### src/rtl/gpio_blink_monitor.sv
// Blink monitor for the Caravel mgmt gpio pad: synchronize, glitch-filter, count falling edges, flag pass/timeout.
// Define GPIO_MON_CHECKBITS_EN to build the mprj_io[31:16] checkbits change tracker.
module gpio_blink_monitor #(
    parameter int BLINKS         = 10,
    parameter int TIMEOUT_CYCLES = 25000,
    parameter int MIN_PULSE      = 4,
    parameter int CNT_W          = 16
) (
    input  logic             clock,
    input  logic             FPGA_rst,
    input  logic             gpio_in,
    input  logic [15:0]      checkbits_in,
    input  logic             start,
    output logic             busy,
    output logic             pass,
    output logic             fail,
    output logic [7:0]       blink_count,
    output logic [CNT_W-1:0] last_high_cycles,
    output logic [15:0]      checkbits_last,
    output logic [7:0]       checkbits_changes
);

    typedef enum logic [2:0] {IDLE, WAIT_HI, WAIT_LO, PASS, FAIL} state_t;

    localparam logic [CNT_W-1:0] FILT_LAST  = CNT_W'(MIN_PULSE - 1);
    localparam logic [CNT_W-1:0] TO_LAST    = CNT_W'(TIMEOUT_CYCLES - 1);
    localparam logic [CNT_W-1:0] CNT_MAX    = '1;
    localparam logic [7:0]       LAST_BLINK = 8'(BLINKS - 1);

    // ---------------- gpio input path ----------------
    logic [1:0]       gpio_pipe;  // [0] meta, [1] synchronized
    logic             filt, filt_d;
    logic [CNT_W-1:0] filt_cnt;
    logic             rise, fall;

    always_ff @(posedge clock) begin
        if (FPGA_rst) begin
            gpio_pipe <= '0;
        end else begin
            gpio_pipe <= {gpio_pipe[0], gpio_in};
        end
    end

    // Level is accepted only after MIN_PULSE consecutive disagreeing samples.
    always_ff @(posedge clock) begin
        if (FPGA_rst) begin
            filt     <= 1'b0;
            filt_d   <= 1'b0;
            filt_cnt <= '0;
        end else begin
            filt_d <= filt;
            if (gpio_pipe[1] != filt) begin
                if (filt_cnt == FILT_LAST) begin
                    filt     <= gpio_pipe[1];
                    filt_cnt <= '0;
                end else begin
                    filt_cnt <= filt_cnt + CNT_W'(1);
                end
            end else begin
                filt_cnt <= '0;
            end
        end
    end

    assign rise = filt & ~filt_d;
    assign fall = ~filt & filt_d;

    // ---------------- control FSM ----------------
    state_t           state, state_nxt;
    logic [CNT_W-1:0] tcnt;
    logic [CNT_W-1:0] width;
    logic             in_wait, arm, timeout, final_fall;

    assign in_wait    = (state == WAIT_HI) || (state == WAIT_LO);
    assign arm        = start && !in_wait;
    assign timeout    = (tcnt == TO_LAST);
    assign final_fall = fall && (blink_count == LAST_BLINK);

    always_ff @(posedge clock) begin
        if (FPGA_rst) begin
            state <= IDLE;
        end else begin
            state <= state_nxt;
        end
    end

    // The final blink is tested ahead of the timeout so a coincident edge still passes.
    always_comb begin
        state_nxt = state;
        case (state)
            IDLE, PASS, FAIL: begin
                if (start) state_nxt = WAIT_HI;
            end
            WAIT_HI: begin
                if (timeout)   state_nxt = FAIL;
                else if (rise) state_nxt = WAIT_LO;
            end
            WAIT_LO: begin
                if (final_fall)   state_nxt = PASS;
                else if (timeout) state_nxt = FAIL;
                else if (fall)    state_nxt = WAIT_HI;
            end
            default: state_nxt = IDLE;
        endcase
    end

    // ---------------- datapath and registered status ----------------
    always_ff @(posedge clock) begin
        if (FPGA_rst) begin
            busy             <= 1'b0;
            pass             <= 1'b0;
            fail             <= 1'b0;
            blink_count      <= '0;
            last_high_cycles <= '0;
            tcnt             <= '0;
            width            <= '0;
        end else begin
            busy <= (state_nxt == WAIT_HI) || (state_nxt == WAIT_LO);
            pass <= (state_nxt == PASS);
            fail <= (state_nxt == FAIL);
            if (arm) begin
                blink_count      <= '0;
                last_high_cycles <= '0;
                tcnt             <= '0;
            end else begin
                if (in_wait) tcnt <= tcnt + CNT_W'(1);
                if (state == WAIT_HI && rise) width <= CNT_W'(1);
                if (state == WAIT_LO) begin
                    if (fall) begin
                        last_high_cycles <= width;
                        blink_count      <= blink_count + 8'd1;
                    end else if (width != CNT_MAX) begin
                        width <= width + CNT_W'(1);
                    end
                end
            end
        end
    end

    // ---------------- checkbits tracker ----------------
`ifdef GPIO_MON_CHECKBITS_EN
    logic [15:0] cb_meta, cb_sync, cb_prev;

    // A new value must be seen on two consecutive synchronized samples to count.
    always_ff @(posedge clock) begin
        if (FPGA_rst) begin
            cb_meta           <= '0;
            cb_sync           <= '0;
            cb_prev           <= '0;
            checkbits_last    <= '0;
            checkbits_changes <= '0;
        end else begin
            cb_meta <= checkbits_in;
            cb_sync <= cb_meta;
            cb_prev <= cb_sync;
            if (cb_sync == cb_prev && cb_sync != checkbits_last) begin
                checkbits_last <= cb_sync;
                if (checkbits_changes != 8'hFF) checkbits_changes <= checkbits_changes + 8'd1;
            end
        end
    end
`else
    logic cb_unused;
    assign cb_unused         = ^checkbits_in;
    assign checkbits_last    = '0;
    assign checkbits_changes = '0;
`endif

endmodule

### config.mk
export PLATFORM = sky130hd
export DESIGN_NAME = gpio_blink_monitor
export DESIGN_NICKNAME = d
export VERILOG_FILES = /design/src/rtl/gpio_blink_monitor.sv
export SDC_FILE = /design/constraint.sdc
export NUM_CORES = 1
export LEC_CHECK = 0
export ABC_AREA = 1
export CORE_MARGIN = 3
export CORE_UTILIZATION = 40
export DETAILED_ROUTE_END_ITERATION = 7
export PLACE_DENSITY_LB_ADDON = 0.15
export SLEW_MARGIN = 20
export SYNTH_ARGS = -nofsm -noshare
export SYNTH_HDL_FRONTEND = slang
export SYNTH_SLANG_ARGS = --single-unit
### constraint.sdc
create_clock -name clock -period 1.3 [get_ports clock]
set_input_delay 0.195 -clock clock [delete_from_list [all_inputs] [get_ports clock]]
set_output_delay 0.195 -clock clock [all_outputs]
set_load 0.01 [all_outputs]
==> run_results.csv, run 1 <==
group,metric,value,unit
timing,period_needed,1474,ps
place,port_buffers,30,
finish,fin_cells,947,
clock_network,cts_tree,"done",
timing,slew_viol_final,0,
synth,ys_async_sr_fraction,0,%
timing,tns,-4639,ps
outcome,status,"finished, violations left",
pwr,internal_power,3.841,mW
floorplanning,io_pins,71,
clock_network,cts-root-buf,"clkbuf_8",
pwr,seqPwrFrac,50.6,%
clock_network,cts.clk_slew.worst_paths,80,ps
grt,grt_overflow,0,
critical_path,crit_path_start_kind,"flip-flop",
outcome,violations,"setup timing",
synth,syn_avg_cell_area,6.790,um^2
critical_path,crit_path_frequent_cell,"nand2_2",
synth,netlist_instances,637,
floorplanning,rows,37,
critical_path,worst-path-buf-inv,2,
place,place_hpwl,8.342,mm
pwr,ir_drop,0.9198,mV
clock_network,cts_sinks,82,
clock_network,cts_made_buffers,9,
route,num_vias,4746,
critical_path,cp-end-kind,"flip-flop",
critical_path,critPathMaxStageDelay,370,ps
floorplanning,die-area,0.01210,mm^2
flow_run,max-cap-violations,0,
synth,ys_warn_count,0,
critical_path,slowest_stage,"dfxtp_4",
pwr,power_leakage,3.010,nW
finish,post-route-util,66.96,%
timing,setup_slack,-173.8,ps
route,avgViaCountPerCell,5.012,
clock_network,clock_latency,360,ps
route,avgRoutedWirePerCell,13.73,um
pwr,p_switching,1.156,mW
grt,track_usage,19.73,%
synth,ys_seq_elements,82,
pwr,clkPwrFrac,42.0,%
clock_network,clk_path_buf_depth,2,
pwr,p_per_area,716.5,mW/mm^2
clock_network,h-tree-depth,3,
synth,ys_seq_area_share,37.95,%
route,route.detailed.drc,0,
synth,ys_types,39,
route,wl,13.00,mm
route,drtIter0Drc,303,
synth,synth_area,0.004325,mm^2
hold_path,min_path_type,"input port to flip-flop",
clock_network,cts_hold_buf,0,
synth,synth.area.top_cells,"dfxtp_1 (38%), nand2_1 (14%), a21oi_1 (7.6%)",
route,ant_nets,0,
finish,final_cell_mix,"nand2_1 (120), buf_4 (109), dfxtp_1 (57), inv_1 (53), nor2_1 (43)",
pwr,switching_share,23.14,%
finish,multi_input_area,0.003057,mm^2
finish,nets,832,
synth,synthDominantCellAreaShare,37.95,%
grt,grt_max_degree,19,
floorplanning,start_util,41.53,%
finish,layout_commonest_cell,"nand2_1",
critical_path,cp.required,1550,ps
place,dp_cells,908,
floorplanning,die_x,110.0,um
pwr,combPwrFrac,7.4,%
critical_path,cp.arrival,1720,ps
critical_path,cp_top_family,"simple AND/OR/NAND/NOR gates",
finish,nFillCells,863,
timing,hold_violations,0,
timing,skew,9.025,ps
critical_path,crit_chain,"ha_4 > nand3_4 > nor2_8 > nand4_4 > buf_4 > buf_6 > nand2_2 > nand3_2 > nand2_2 > nor2_1",
timing,setup_viol,47,
critical_path,crit_type,"flip-flop to flip-flop",
pwr,p_total,4.997,mW
timing,rsz0062_at_grt,"yes",
grt,antenna_found_initial,0,
synth,post-synth-top-area-cell,"dfxtp_1",
grt,grt_pass1_wl,19.15,mm
finish,drive_gt1_share,44.51,%
finish,diodes,0,
timing,max_freq,0.6785,GHz
synth,ys.flop_type,"dfxtp_1",
grt,first_global_vias,4308,
finish,areaGrowthSynthToFinish,61.24,%
critical_path,cp_max_fo,4,
place,gp_congestion,0.8576,
route,drt_pass1_iterations,6,
timing,min_period_over_period,113.4,%
floorplanning,die_h,110.0,um
place,pre_cts_ws,-228.9,ps
finish,seqCellArea,0.001690,mm^2
floorplanning,core,0.01042,mm^2
synth,synth_edf_count,0,
==> synthesized netlist by cell type, types with 2 or more instances <==
| library cell | number |
|---|---|
| nand2_1 | 161 |
| dfxtp_1 | 82 |
| a21oi_1 | 66 |
| inv_1 | 66 |
| nor2_1 | 62 |
| nand3_1 | 50 |
| buf_4 | 27 |
| o21ai_0 | 25 |
| nand4_1 | 16 |
| nor3_1 | 16 |
| buf_2 | 9 |
| inv_2 | 6 |
| ha_1 | 5 |
| xor2_1 | 5 |
| nand3_2 | 4 |
| o21ai_1 | 4 |
| nor2_2 | 3 |
| nor2_4 | 3 |
| a21boi_1 | 2 |
| nand2_2 | 2 |
| nor4_1 | 2 |
| o21a_1 | 2 |
| o22ai_1 | 2 |
| or2_1 | 2 |
==> sequential cells by signal (all words and copies together), names as in the netlist <==
signal and count:
filt_cnt 16, last_high_cycles 16, tcnt 16, width 16
blink_count 8, state 3, gpio_pipe 2, busy 1
fail 1, filt 1, filt_d 1, pass 1
==> logic make-up (layout without fill, tap and decap cells) <==
group           count (synthesis)  in the layout  synth area share [%]
simple gates                  329            330                 34.48
buf+inv                       112            262                 12.70
flops                          82             82                 37.95
compound gates                103            103                 12.32
fa+ha+maj                       5              5                 1.446
other cells                     1             24               0.08670
xor+xnor                        5              5                 1.012
==> tightest hold or removal path: stages <==
cell             delay, ps
clkdlybuf4s50_1        400
inv_1                   50
nor2_1                  30
==> final timing paths <==
check,slack [ps],end,depth (start not counted),start
worst max-delay path,-170,width[13],10,width[0]
worst max register to register,-170,width[13],10,width[0]
worst min-delay path,350,gpio_pipe[0],3,gpio_in
worst min register to register,410,gpio_pipe[1],2,gpio_pipe[0]
==> what timing repair did <==
item | CTS | global route
endpoints found under the setup margin | 102 | 79
gates resized for setup | 106 | 214
buffers inserted | 4 | 18
pin swaps | 21 | 56
cloned | 0 | 2
==> area by class of cell <==
cell class | count | share of cell area, %
multi-input combinational | 467 | 43.83
sequential | 82 | 24.24
timing repair buffer | 174 | 22.01
inverter | 73 | 4.342
tap | 136 | 2.440
clock buffer | 13 | 2.278
clock inverter | 2 | 0.8611
==> per-stage QoR <==
| stage | instance area (um^2) | hold slack [ps] |
|---|---|---|
| final | 6974 | 349.8 |
| after global routing | 6974 | 337.0 |
| after CTS | 6053 | 326.0 |
| after detailed placement | 5610 | 399.9 |
| after global placement | 5610 | 391.2 |
| after floorplan | 4486 | 302.0 |
==> routing by layer <==
layer / wire [um] / track usage (%) / up-vias / share of wire [%]
li1: - / - / 2362 / -
met1: 5666 / 25.72 / 2230 / 44
met2: 6461 / 32.84 / 117 / 50
met3: 540 / 3.611 / 37 / 4.2
met4: 335 / 6.589 / 0 / 2.6
met5: 0 / 0 / - / 0
==> power groups by stage <==
stage	logic, mW	registers [mW]	clock network [mW]
after floorplan	0.210	2.60	0
after global placement	0.268	2.60	0
after detailed placement	0.274	2.60	0
after CTS	0.287	2.54	2.15
after global routing	0.410	2.53	2.24
final	0.371	2.53	2.10
No activity file was read; power rests on OpenSTA's default activity.
==> run 2, diff against run 1 <==
--- a/config.mk
+++ b/config.mk
@@ -9,6 +9,7 @@
 export CORE_MARGIN = 3
 export CORE_UTILIZATION = 40
 export DETAILED_ROUTE_END_ITERATION = 7
+export DONT_BUFFER_PORTS = 1
 export PLACE_DENSITY_LB_ADDON = 0.15
 export SLEW_MARGIN = 20
 export SYNTH_ARGS = -nofsm -noshare
==> run 2 against run 1 <==
Compared with the run above: the run ends with hold timing, setup timing left; cell count shrank 3.9%; clock skew grew 2.8 ps; highest routed layer unchanged; via count shrank 4.6%; critical path depth shrank 3; register-to-register slack gained 50 ps; clock-buffer cell count shrank 3; global-route usage grew 0.062 points.
==> run_results.csv, run 2 (synthesized netlist as in run 1, its figures left out) <==
group,metric,value,unit
outcome,status,"finished, violations left",
outcome,violations,"hold timing, setup timing",
grt,first_global_vias,4222,
pwr,internal_power,3.392,mW
finish,nets,794,
place,place_area,0.005223,mm^2
timing,setup_viol,50,
timing,rsz0062_at_grt,"yes",
finish,drive_gt1_share,41.47,%
pwr,power_leakage,2.430,nW
finish,layout_commonest_cell,"nand2_1",
route,avgRoutedWirePerCell,13.31,um
flow_run,max-cap-violations,0,
route,wl,12.11,mm
finish,multi_input_area,0.002865,mm^2
hold_path,min_path_type,"input port to flip-flop",
pwr,seqPwrFrac,55.3,%
grt,antenna_found_initial,0,
pwr,p_total,4.589,mW
route,route.detailed.drc,0,
finish,seqCellArea,0.001680,mm^2
route,num_vias,4530,
critical_path,crit_type,"flip-flop to flip-flop",
finish,fin_cells,910,
floorplanning,die-area,0.01210,mm^2
critical_path,crit_chain,"ha_4 > nand3_4 > nor2_8 > nand4_4 > nand3_4 > buf_4 > o22ai_2",
clock_network,cts_sinks,82,
floorplanning,core,0.01042,mm^2
floorplanning,io_pins,71,
route,drtIter0Drc,233,
route,ant_nets,0,
timing,holdWs,-112.8,ps
timing,skew,11.80,ps
place,port_buffers,0,
pwr,p_per_area,723.4,mW/mm^2
critical_path,critPathMaxStageDelay,370,ps
critical_path,crit_path_start_kind,"flip-flop",
finish,areaGrowthSynthToFinish,46.66,%
finish,final_cell_mix,"nand2_1 (143), buf_4 (112), dfxtp_1 (55), inv_1 (48), a21oi_1 (47)",
timing,min_period_over_period,109.5,%
clock_network,cts_hold_buf,3,
finish,post-route-util,60.90,%
clock_network,cts.clk_slew.worst_paths,90,ps
pwr,switching_share,26.09,%
timing,setup_slack,-122.9,ps
finish,diodes,0,
pwr,combPwrFrac,6.9,%
pwr,p_switching,1.197,mW
critical_path,cp_max_fo,7,
place,gp_congestion,0.9001,
finish,nFillCells,941,
place,place_hpwl,8.087,mm
grt,grt_max_degree,20,
route,drt_pass1_iterations,5,
floorplanning,rows,37,
clock_network,clock_latency,360,ps
critical_path,cp-end-kind,"flip-flop",
timing,slew_viol_final,0,
clock_network,clk_path_buf_depth,2,
clock_network,cts_tree,"done",
critical_path,cp.arrival,1670,ps
critical_path,cp.required,1540,ps
grt,track_usage,19.79,%
pwr,clkPwrFrac,37.8,%
floorplanning,start_util,41.53,%
timing,period_needed,1423,ps
floorplanning,die_x,110.0,um
timing,tns,-2243,ps
timing,max_freq,0.7028,GHz
clock_network,cts-root-buf,"clkbuf_8",
timing,hold_violations,14,
place,dp_cells,868,
clock_network,h-tree-depth,3,
floorplanning,die_h,110.0,um
route,avgViaCountPerCell,4.978,
clock_network,cts_made_buffers,9,
pwr,ir_drop,0.5091,mV
critical_path,crit_path_frequent_cell,"nand3_4",
critical_path,slowest_stage,"dfxtp_2",
grt,grt_pass1_wl,19.26,mm
finish,fin_area,0.006344,mm^2
grt,grt_overflow,0,
-- run 2: cell types whose count changed in the layout (fill, tap and decap cells not counted), sizes merged, moves of 3 or more --
cell,previous run,this run
dlygate4sd2,24,0
clkbuf,15,10
buf,143,133
dlygate4sd3,0,3
clkdlybuf4s50,3,0
-- run 2: worst max-delay path: cells and delay by family (launching register included) --
family | cells | cell delay [ps]
compound gates | 1 | 80
buf+inv | 1 | 140
simple gates | 4 | 570
flops | 1 | 370
fa+ha+maj | 1 | 160
-- run 2: path summary, 6_finish.rpt --
check / startpoint / to / slack [ps] / cells past startpoint
worst max-delay path: width[0] / width[2] / -120 / 7
worst min register to register: tcnt[10] / tcnt[10] / 480 / 1
worst min-delay path: FPGA_rst / width[12] / -110 / 1
worst max register to register: width[0] / width[2] / -120 / 7
-- run 2: area by class of cell --
| cell class | count | area share, % |
|---|---|---|
| tap | 136 | 2.682 |
| multi-input combinational | 467 | 45.17 |
| clock inverter | 6 | 0.6509 |
| sequential | 82 | 26.49 |
| clock buffer | 10 | 2.170 |
| inverter | 73 | 4.635 |
| timing repair buffer | 136 | 18.21 |
-- run 2: per-stage QoR --
stage          worst slack (ps)  hold slack [ps]
3_3_place_gp             -136.2            264.9
6_report                 -122.9           -112.8
3_5_place_dp             -178.8            264.5
5_1_grt                  -223.6           -138.7
4_1_cts                  -90.08           -120.2
2_1_floorplan            -75.54            302.0
-- run 2: power by group through the flow --
stage / Clock, mW / Combinational [mW] / Sequential, mW
2_1_floorplan: 0 / 0.210 / 2.60
3_3_place_gp: 0 / 0.228 / 2.60
3_5_place_dp: 0 / 0.232 / 2.60
4_1_cts: 1.78 / 0.281 / 2.54
5_1_grt: 1.91 / 0.348 / 2.54
6_report: 1.74 / 0.315 / 2.54
-- run 2: what timing repair did --
item / 4_1_cts / 5_1_grt
pin swaps: 23 / 32
gates cloned: 2 / 0
endpoints found under the setup margin: 74 / 76
gates resized for setup: 103 / 118
endpoints found under the hold margin: 17 / 14
setup buffers: 14 / 11
-- run 2: metal layers --
metal	routed length, um	global-route usage [%]	vias up
li1	-	-	2294
met1	5412	26.44	2122
met2	6088	33.19	95
met3	468	3.669	19
met4	140	4.452	0
met5	0	0	-
==> run 3, diff against run 2 <==
--- a/config.mk
+++ b/config.mk
@@ -8,6 +8,7 @@
 export ABC_AREA = 1
 export CORE_MARGIN = 3
 export CORE_UTILIZATION = 40
+export CTS_CLUSTER_SIZE = 8
 export DETAILED_ROUTE_END_ITERATION = 7
 export DONT_BUFFER_PORTS = 1
 export PLACE_DENSITY_LB_ADDON = 0.15
==> results of run 3 <==
Final layout, timing and power as in run 2 (identical DEF).
